**src/rtl/mips_irq_pkg.sv**
```systemverilog
// Shared definitions for the MIPS interrupt controller: defaults, FSM encoding,
// and the lowest-set-index priority encoder used for both arbitration and eret.
package mips_irq_pkg;

  localparam int          N_IRQ_DEF      = 3;
  localparam logic [31:0] VEC_BASE_DEF   = 32'h0000_0100;
  localparam logic [31:0] VEC_STRIDE_DEF = 32'h0000_0020;

  typedef enum logic {
    IDLE = 1'b0,
    REQ  = 1'b1
  } irq_state_t;

  // Returns the index of the lowest set bit (0 when v is all-zero; callers test |v).
  function automatic int prio_enc(input logic [31:0] v);
    prio_enc = 0;
    for (int i = 31; i >= 0; i--) begin
      if (v[i]) prio_enc = i;
    end
  endfunction

endpackage

```
**src/rtl/irq_sync_edge.sv**
```systemverilog
// Two-flop synchroniser for one raw request line, followed by a rising-edge
// detector that emits a single-cycle pulse per low-to-high transition.
module irq_sync_edge (
  input  logic clk,
  input  logic rst,
  input  logic d,
  output logic rise
);

  logic s1, s2, s3;

  always_ff @(posedge clk or posedge rst) begin
    if (rst) begin
      s1 <= 1'b0;
      s2 <= 1'b0;
      s3 <= 1'b0;
    end else begin
      s1 <= d;
      s2 <= s1;
      s3 <= s2;
    end
  end

  // s3 resets low, so a line already high at reset release still yields one pulse.
  assign rise = s2 & ~s3;

endmodule

```
**src/rtl/interrupt_controller.sv**
```systemverilog
// Prioritised, nestable interrupt controller: captures request edges, masks and
// arbitrates them against the in-service set, and holds one request for the CPU.
module interrupt_controller
  import mips_irq_pkg::*;
#(
  parameter int          N_IRQ      = N_IRQ_DEF,
  parameter logic [31:0] VEC_BASE   = VEC_BASE_DEF,
  parameter logic [31:0] VEC_STRIDE = VEC_STRIDE_DEF,
  localparam int         IDW        = (N_IRQ > 1) ? $clog2(N_IRQ) : 1
) (
  input  logic             clk,
  input  logic             rst,
  input  logic [N_IRQ-1:0] ir,
  input  logic             int_en,
  input  logic             cfg_we,
  input  logic [N_IRQ-1:0] cfg_mask,
  input  logic             int_ack,
  input  logic             eret,
  output logic             int_req,
  output logic [31:0]      int_vec,
  output logic [IDW-1:0]   int_id,
  output logic [N_IRQ-1:0] pending_o,
  output logic [N_IRQ-1:0] isr_o
);

  logic [N_IRQ-1:0] rise;
  logic [N_IRQ-1:0] pending, pending_n;
  logic [N_IRQ-1:0] mask;
  logic [N_IRQ-1:0] isr, isr_n;
  logic [N_IRQ-1:0] cand, elig;
  logic             isr_any;
  int               isr_top;
  int               win;
  logic [IDW-1:0]   isr_top_id;
  logic [IDW-1:0]   win_id;
  logic [31:0]      win_vec;
  irq_state_t       state, state_n;
  logic             load, take;
  logic [IDW-1:0]   id_q;
  logic [31:0]      vec_q;

  for (genvar g = 0; g < N_IRQ; g++) begin : g_sync
    irq_sync_edge u_sync (
      .clk  (clk),
      .rst  (rst),
      .d    (ir[g]),
      .rise (rise[g])
    );
  end

  // Only lines strictly above the most urgent in-service level may preempt it.
  always_comb begin
    isr_any    = |isr;
    isr_top    = prio_enc(32'(isr));
    isr_top_id = IDW'(isr_top);
    cand       = pending & ~mask;
    elig       = '0;
    for (int i = 0; i < N_IRQ; i++) begin
      elig[i] = cand[i] & (~isr_any | (i < isr_top));
    end
    win     = prio_enc(32'(elig));
    win_id  = IDW'(win);
    win_vec = VEC_BASE + 32'(win) * VEC_STRIDE;
  end

  always_comb begin
    state_n = state;
    load    = 1'b0;
    take    = 1'b0;
    case (state)
      IDLE: begin
        if (int_en && (|elig)) begin
          state_n = REQ;
          load    = 1'b1;
        end
      end
      REQ: begin
        if (int_ack) begin
          state_n = IDLE;
          take    = 1'b1;
        end
      end
      default: state_n = IDLE;
    endcase
  end

  // eret retires the old top level before an ack in the same cycle marks the new one.
  always_comb begin
    isr_n = isr;
    if (eret && isr_any) isr_n[isr_top_id] = 1'b0;
    if (take) isr_n[id_q] = 1'b1;
    pending_n = pending;
    if (take) pending_n[id_q] = 1'b0;
    pending_n = pending_n | rise;
  end

  always_ff @(posedge clk or posedge rst) begin
    if (rst) begin
      state   <= IDLE;
      id_q    <= '0;
      vec_q   <= VEC_BASE;
      pending <= '0;
      isr     <= '0;
      mask    <= '0;
    end else begin
      state   <= state_n;
      pending <= pending_n;
      isr     <= isr_n;
      if (load) begin
        id_q  <= win_id;
        vec_q <= win_vec;
      end
      if (cfg_we) mask <= cfg_mask;
    end
  end

  assign int_req   = (state == REQ);
  assign int_id    = id_q;
  assign int_vec   = vec_q;
  assign pending_o = pending;
  assign isr_o     = isr;

endmodule

```
**config.mk**
```make
export PLATFORM = sky130hd
export DESIGN_NAME = interrupt_controller
export DESIGN_NICKNAME = d
export VERILOG_FILES = /design/src/rtl/mips_irq_pkg.sv /design/src/rtl/irq_sync_edge.sv /design/src/rtl/interrupt_controller.sv
export SDC_FILE = /design/constraint.sdc
export NUM_CORES = 1
export LEC_CHECK = 0
export ABC_AREA = 1
export BUFFER_PORTS_ARGS = -buffer_cell sky130_fd_sc_hd__buf_2
export CORE_MARGIN = 2
export CORE_UTILIZATION = 44
export DETAILED_ROUTE_END_ITERATION = 10
export GPL_TIMING_DRIVEN = 0
export PLACE_DENSITY = 0.85
export SLEW_MARGIN = 20
export SYNTH_ARGS = -nofsm -noshare
export SYNTH_HDL_FRONTEND = slang
export SYNTH_SLANG_ARGS = --single-unit
```
**constraint.sdc**
```tcl
create_clock -name clk -period 1 [get_ports clk]
set_input_delay 0.1 -clock clk [delete_from_list [all_inputs] [get_ports clk]]
set_output_delay 0.1 -clock clk [all_outputs]
set_load 0.01 [all_outputs]
```
After elaboration in Yosys (flattened, before gate mapping)
Index checks and enable logic that the tools add are counted.

storage, ports and cells
  word-level logic and storage cells = 70
  register bits = 53
  bits of input ports = 12

cells by class
  $add $sub $neg = 1
  $lt $le $gt $ge = 7
  muxes and demuxes = 19
  reductions and logical operators = 6
  bitwise logic cells = 22

operators with widths
  cell                   number
  $mux 32                2
  $mux 27                2
  $add 9x32->32 const A  1
  $lt 1x32->1 const A    1
  $lt 2x32->1 const A    1
  $lt 3x32->1 const A    1
  $and 3x3->3            3
  $mux 3                 3
  $not 3->3              3
  $mux 1                 7
  $and 1x1->1            6
  $lt 2x3->1 const B     2
  $or 3x3->3             2
  $reduce_or 3->1        2
  $not 1->1              5
  $demux 1 s2            2
  $ge 2x1->1 const B     2
  $logic_and 1x1->1      4
  $mux 2                 2
  $or 1x1->1             3
  $pmux 1 s2             1

Depth between registers and ports, before layout
Gate-level depths: netlist of the first run.

  depth in word-level cells = 12
  gate-level depth with buffers = 7

Modules after synthesis
Synthesis of the first run repeated with hierarchy kept, for this count alone.

unflattened totals
  cells, all modules = 110
  area, all modules = 1054.8 µm²

by module, submodules not included
  module                cells each  times used  area an instance (µm²)
  interrupt_controller  92          1           788.3
  irq_sync_edge         6           3           88.8

Worst setup path after synthesis of the first run
OpenSTA, ideal clock, no wires.

  path kind = flip-flop to flip-flop
  start = reg isr[1] (netlist: isr_o[1])
  end = reg id_q[1] (netlist: int_id[1])
  data arrival time = 0.874 ns
  clock period less this slack = 0.992 ns
  library setup time = 0.118 ns
  path buffers = 0
  cell stages (with the launch flop) = 7
  slack = 0.008 ns
  cell sequence = dfrtp_1 > nor2_4 > inv_2 > nor2_4 > nand2_2 > nand3_1 > nand2_1

between the ends
  word-level cells in the longest chain between the ends = 9

RTL lines
  element                                    line                         source
  start: declaration                         interrupt_controller.sv:29   logic [N_IRQ-1:0] isr, isr_n;
  start signal: assignment                   interrupt_controller.sv:108  isr <= isr_n;
  $mux 32 (2 in a row)                       mips_irq_pkg.sv:18           if (v[i]) prio_enc = i;
  $lt 1x32->1, or another cell as far along  interrupt_controller.sv:59   elig[i] = cand[i] & (~isr_any | (i < isr_top));
  $or 1x1->1                                 interrupt_controller.sv:59
  $and 1x1->1                                interrupt_controller.sv:59
  $reduce_or 3->1                            interrupt_controller.sv:72   if (int_en && (|elig)) begin
  $logic_and 1x1->1                          interrupt_controller.sv:72
  $mux 1                                     interrupt_controller.sv:72
  $mux 1                                     interrupt_controller.sv:70   case (state)
  end signal: assignment                     interrupt_controller.sv:110  id_q <= win_id;
  end: declaration                           interrupt_controller.sv:39   logic [IDW-1:0] id_q;

Parallel ways exist; a longest one is shown, timed or not.
A chain may end at the register's enable or synchronous reset.

==> results by group, run 1 <==
Setup path
  • Flop2flop setup slack: -30 ps
  • Worst Setup End Kind: output port
  • R2r endpoint: int_id[1]
  • WS Path Type: register to output port
  • CP arrival: 960 ps
  • Reg2reg path depth: 6
  • Crit Path Max Fanout: 4
  • CP Launch Type: register
  • Required time of the critical path: 900 ps
  • Worst r2r src: isr_o[0]

Logic synthesis
  • Post-synth EDFFs: 0
  • Synth area leaders: dfrtp_1 (51%), buf_4 (23%), inv_1 (4.0%), nand2_1 (3.6%), mux2_2 (2.2%)
  • Yosys top cell by area: dfrtp_1
  • Most instantiated cells after synthesis: buf_4 (32), dfrtp_1 (21), inv_1 (11), nand2_1 (10)
  • Mapped Area: 1040 µm²
  • Yosys top cell area share: 0.507
  • Synth unique cells: 20
  • Post-synth ARST share: 1.00
  • Cell count after synthesis: 102
  • Post-synthesis register bit count: 21
  • Warning count from the yosys run: 0
  • Ys flop type: dfrtp_1
  • Sequential-to-total area share from yosys stat: 0.507
  • Top-count cell post-synth: buf_4
  • Post-Syn Area per Cell: 10.2 µm²

Detailed routing
  • Avg WL per Cell: 9.23 µm
  • DR pass1 iterations: 4
  • DR iter-0 viols: 13
  • Residual DRC count: 0
  • Detailed Route WL: 1.78 mm
  • Via count: 757
  • Vias/cell: 3.92
  • Final antenna-violating net count: 0

STA
  • Final clock skew: 1.96 ps
  • Setup Viol. Count Final: 5
  • Peak Freq: 947 MHz
  • Fin worst setup slack: -56.3 ps
  • Final Max Slew Viols: 0
  • Final min period: 1060 ps
  • Crit share post-route: 1.06
  • Final hold vios: 0
  • Post-Route Setup TNS: -178 ps
  • RSZ-0062 raised after global routing: true

Final layout
  • Fin nets: 178
  • Final core occ: 0.661
  • Antenna cells: 0
  • Register area: 527 µm²
  • Multi-input gate area: 365 µm²
  • Area grow syn2layout: 41.0%
  • Fraction of layout cells with a size suffix above 1: 0.491
  • # fillers: 186

Floorplanning
  • Die Footprint: 2760 µm²
  • Die Width: 52.6 µm
  • Die Span Y: 52.6 µm
  • # IOs: 53
  • Row cnt: 17
  • Area of the core: 2210 µm²
  • Initial Utilization: 0.469

Power
  • Peak supply drop: 1.16 mV
  • Power density cells: 1960 nW/µm²
  • Static Leak: 0.838 nW

Worst hold path
  • Hold path depth: 3
  • Startpoint of the worst hold path: cfg_mask[0]
  • Path category of the worst min-delay check: input pin to register
  • Hold Path End: mask[0]

Global route
  • Total Routing Usage GR: 0.138
  • First-pass GRT wire length: 2.68 mm
  • Initial antenna violation count: 0
  • Largest net degree at the start of global routing: 22
  • Vias in the first global route: 637
  • Grt total ovfl: 0

Status
  • Failing checks: negative setup slack
  • Status: complete, but fails checks

CTS
  • CTS sink count: 21
  • Clock slew at reported path FFs: 100 ps
  • Worst-Skew Late Latency: 290 ps
  • Root Driver: clkbuf_4
  • Clock buffer depth: 2
  • CTS tree: done
  • H-tree levels: 1
  • CTS Buf Count: 3

Placement
  • Pre-CTS setup slack: -26.9 ps
  • GP Congestion: 0.762
  • PortBufs: 22
  • Post-DP HPWL: 1.37 mm

Job
  • Max_cap viols: 0
==> power by group <==
part | switching [W] | leakage, nW | internal, W
clock network | 0.000231 | 0.0150 | 0.000155
registers | 0.000174 | 0.247 | 0.00102
logic | 0.000655 | 0.577 | 0.000629
total | 0.00106 | 0.838 | 0.00181
==> layer usage <==
layer,GRT usage,wire length (µm),vias up
met5,0,0,-
met4,0.0513,26,0
met3,0.0200,171,5
met2,0.275,923,39
met1,0.140,660,331
li1,-,-,382
==> final cells by class <==
cell class / count / share of cell area
inverters: 13 / 0.0359
multi-input cells: 64 / 0.250
repair buffers: 31 / 0.143
plain buffers: 32 / 0.169
flip-flops and latches: 21 / 0.360
clock buffers: 4 / 0.0180
well taps: 28 / 0.0240
==> metrics by stage <==
step / total power, W / hold WS, ps / instances / instance area [µm²]
floorplan: 0.00189 / 76.5 / 130 / 1140
global placement: 0.00215 / 208 / 180 / 1290
detailed placement: 0.00220 / 209 / 180 / 1290
CTS: 0.00278 / 12.3 / 192 / 1430
global route: 0.00307 / 22.5 / 193 / 1460
finish: 0.00287 / 22.0 / 193 / 1460
==> registers in the layout (all words and copies together) (netlist names) <==
name / flops
pending_o: 3
int_req: 1
g_sync.u_sync.s2: 3
g_sync.u_sync.s1: 3
mask: 3
g_sync.u_sync.s3: 3
isr_o: 3
int_id: 2
==> what timing repair did <==
item / CTS / global route
endpoints found under the setup margin: 9 / 38
endpoints found under the hold margin: 25 / 0
gates resized for setup: 8 / 8
hold buffers: 5 / 0
buffers inserted: 3 / 1
pin swaps: 2 / 1
==> cell usage in the layout, fill, tap and decap left out <==
master and count:
dfrtp_2 1, buf_6 5, nand4_1 3, mux2_2 2
nor3_4 3, a21o_2 1, inv_1 9, nor2_4 2
clkbuf_4 3, inv_2 3, o21ai_0 3, clkbuf_1 1
o21bai_1 1, nand2_2 3, buf_2 19, nor2_2 1
nand2_1 9, clkinvlp_4 1, conb_1 30, buf_4 34
o22ai_1 2, dlygate4sd3_1 5, o211ai_1 1, nand3_2 3
dfrtp_1 20
==> worst max-delay path, stage by stage, from the launching register on <==
cell,delay (ps)
dfrtp_1,430
buf_6,130
buf_6,110
==> cells by family (layout without fill, tap and decap cells) <==
group,count (synthesis),after routing,share of synthesized area
DFF,21,21,0.507
buffers and inverters,45,80,0.279
other,2,30,0.00724
and+or+nand+nor,24,24,0.136
muxes,2,2,0.0217
AOI/OAI and AO/OA,8,8,0.0495
==> how the worst max path moves through the flow <==
| stage | startpoint | end | slack (ps) |
|---|---|---|---|
| after global placement | int_id[0] | pending_o[1] | 10 |
| after detailed placement | isr_o[1] | int_id[1] | -30 |
| final | int_id[1] | int_vec[6] | -60 |
| after global routing | int_id[1] | int_vec[6] | -100 |
| after CTS | int_id[1] | int_vec[6] | -70 |
| after floorplan | isr_o[1] | int_id[1] | 8 |
Note: power is estimated with default switching activity, not from simulation.
==> inputs of run 2 (changes only) <==
CORE_MARGIN = unset   (was 2)
GPL_TIMING_DRIVEN = unset   (was 0)
PLACE_DENSITY = 0.8   (was 0.85)
==> run 2 against run 1 <==
The flow still finishes with violations (negative setup slack). Combinational power about the same. First-iteration DRC count fell by 62%. Core utilization fell by 9.1 points. Die area decreased by 7.5%. Sequential cell count unchanged. Global-route usage is 0.83 points higher. Sequential power rose by 3%. Largest power group unchanged. Cell count shrank 15%. Count of clock-buffer cells in the layout down 1. Design area fell by 14%. Routed wire length is 0.95% lower.
==> results by group, run 2 (synthesis results as in run 1) <==
Power
  • Total power: 0.00290 W (was 0.00287 W)
  • Peak supply drop: 1.67 mV (was 1.16 mV)
  • Static Leak: 0.686 nW (was 0.838 nW)
  • Power density cells: 2300 nW/µm² (was 1960 nW/µm²)

Detailed routing
  • Vias/cell: 4.25 (was 3.92)
  • Detailed Route WL: 1.76 mm (was 1.78 mm)
  • DR pass1 iterations: 4 (unchanged)
  • Final antenna-violating net count: 0 (unchanged)
  • Residual DRC count: 0 (unchanged)
  • DR iter-0 viols: 5 (was 13)
  • Avg WL per Cell: 10.7 µm (was 9.23 µm)
  • Via count: 702 (was 757)

STA
  • Peak Freq: 921 MHz (was 947 MHz)
  • Crit share post-route: 1.09 (was 1.06)
  • Final Max Slew Viols: 0 (unchanged)
  • RSZ-0062 raised after global routing: true (unchanged)
  • Fin worst setup slack: -85.6 ps (was -56.3 ps)
  • Setup Viol. Count Final: 10 (was 5)
  • Final clock skew: 8.70 ps (was 1.96 ps)
  • Final min period: 1090 ps (was 1060 ps)
  • Post-Route Setup TNS: -234 ps (was -178 ps)
  • Final hold vios: 0 (unchanged)

Final layout
  • Final std cells w/o fill: 165 (was 193)
  • Area grow syn2layout: 21.6% (was 41.0%)
  • Fin nets: 150 (was 178)
  • Fraction of layout cells with a size suffix above 1: 0.431 (was 0.491)
  • Most frequent cells in the layout: conb_1 (30), dfrtp_1 (18), buf_2 (16) (was buf_4 (34), conb_1 (30), dfrtp_1 (20))
  • Final core occ: 0.570 (was 0.661)
  • Most common cell after layout, fill and taps aside: conb_1 (was buf_4)
  • Antenna cells: 0 (unchanged)

Status
  • Failing checks: negative setup slack (unchanged)
  • Status: complete, but fails checks (unchanged)

CTS
  • Root Driver: clkbuf_4 (unchanged)
  • Worst-Skew Late Latency: 310 ps (was 290 ps)
  • Clock buffer depth: 2 (unchanged)
  • CTS sink count: 21 (unchanged)
  • Clock slew at reported path FFs: 120 ps (was 100 ps)
  • H-tree levels: 1 (unchanged)
  • CTS Buf Count: 3 (unchanged)
  • CTS tree: done (unchanged)

Placement
  • Placed Cells: 150 (was 180)
  • Post-DP HPWL: 1.20 mm (was 1.37 mm)
  • PortBufs: 22 (unchanged)
  • GP Congestion: 0.785 (was 0.762)
  • Pre-CTS setup slack: -31.3 ps (was -26.9 ps)

Setup path
  • Slowest cell on the critical path: dfrtp_1 (unchanged)
  • Crit path top cell by count: buf_6 (unchanged)
  • Required time of the critical path: 900 ps (about the same)
  • Critical Path, Cell by Cell: buf_6 -> buf_6 (unchanged)
  • Buffers & Inverters on Critical Path: 2 (unchanged)
  • Family with the most delay on the worst path: flip-flops (unchanged)
  • Crit Path Max Fanout: 2 (was 4)
  • CP arrival: 990 ps (was 960 ps)
  • WS Path Type: register to output port (unchanged)
  • Worst Setup End Kind: output port (unchanged)
  • Worst path max stage delay: 440 ps (was 430 ps)
  • CP Launch Type: register (unchanged)

Floorplanning
  • Die Footprint: 2560 µm² (was 2760 µm²)
  • Die Span Y: 50.6 µm (was 52.6 µm)
  • Row cnt: 17 (unchanged)
  • Initial Utilization: 0.469 (unchanged)
  • # IOs: 53 (unchanged)
  • Area of the core: 2210 µm² (unchanged)
  • Die Width: 50.6 µm (was 52.6 µm)

Global route
  • Met2 usage: 0.273 (was 0.275)
  • Vias in the first global route: 655 (was 637)
  • Met1 usage: 0.159 (was 0.140)
  • First-pass GRT wire length: 2.74 mm (was 2.68 mm)
  • Grt total ovfl: 0 (unchanged)
  • Initial antenna violation count: 0 (unchanged)
  • Total Routing Usage GR: 0.146 (was 0.138)
  • Grt met3 use: 0.0485 (was 0.0200)
  • Busiest grt layer: met2 (unchanged)
  • Largest net degree at the start of global routing: 22 (unchanged)

Worst hold path
  • Path category of the worst min-delay check: input pin to register (unchanged)

Job
  • Max_cap viols: 0 (unchanged)
[run 2: cell types whose count changed in the layout (fill, tap and decap cells not counted), moves of 2 or more]
cell     delta
buf_6       +2
dfrtp_1     -2
nand2_2     +2
dfrtp_2     +2
nor3_4      -2
buf_4      -27
o21ai_0     -2
buf_2       -3
nand2_1     -2
inv_2       +2
nor3_2      +2
[run 2: final cells by class]
type,instances,area [µm²]
Fill cell,204,951
Sequential cell,21,529
Multi-Input combinational cell,64,357
Timing Repair Buffer,35,262
Inverter,13,48.8
Tap cell,28,35.0
Clock buffer,3,22.5
Clock inverter,1,7.51
[run 2: path summary, 6_finish.rpt]
kind / start / endpoint / slack [ps] / cells past startpoint
worst max-delay path: isr_o[1] / isr_o[1] / -90 / 2
worst min-delay path: cfg_mask[0] / mask[0] / 10 / 3
worst max register to register: isr_o[1] / int_id[1] / -60 / 6
worst min register to register: g_sync[2].u_sync.s1 / g_sync[2].u_sync.s2 / 360 / 0
max in group asynchronous: rst / int_id[1] / 420 / 4
min in group asynchronous: rst / g_sync[0].u_sync.s1 / 340 / 4
[run 2: repair_timing]
action                     4_1_cts  5_1_grt
setup buffers                    3        3
setup endpoints to repair        8       19
pin swaps                        1        7
hold buffers                     5        0
hold endpoints to repair        25        0
resized for setup                6       17
[run 2: metal layers]
layer  routed length, µm  share of wire
met5                   0              0
met4                   0              0
met3                 123          0.070
met2                 920           0.52
met1                 720           0.41
[run 2: worst register-to-register path: cells and delay by family, from the launching register on]
family,cells,cell delay [ps]
buffers and inverters,1,60
DFF,1,440
and+or+nand+nor,5,460
[run 2: metrics by stage]
step / hold slack (ps) / area, µm²
floorplan: 76.5 / 1140
global placement: 129 / 1060
detailed placement: 141 / 1060
CTS: 13.2 / 1180
global route: 9.00 / 1260
finish: 13.2 / 1260
[run 2: where the power goes]
part / internal [W] / leakage (nW) / switching [W] / total (W)
clock network: 0.000153 / 0.0139 / 0.000257 / 0.000410
logic: 0.000621 / 0.428 / 0.000632 / 0.00125
registers: 0.00103 / 0.244 / 0.000210 / 0.00124
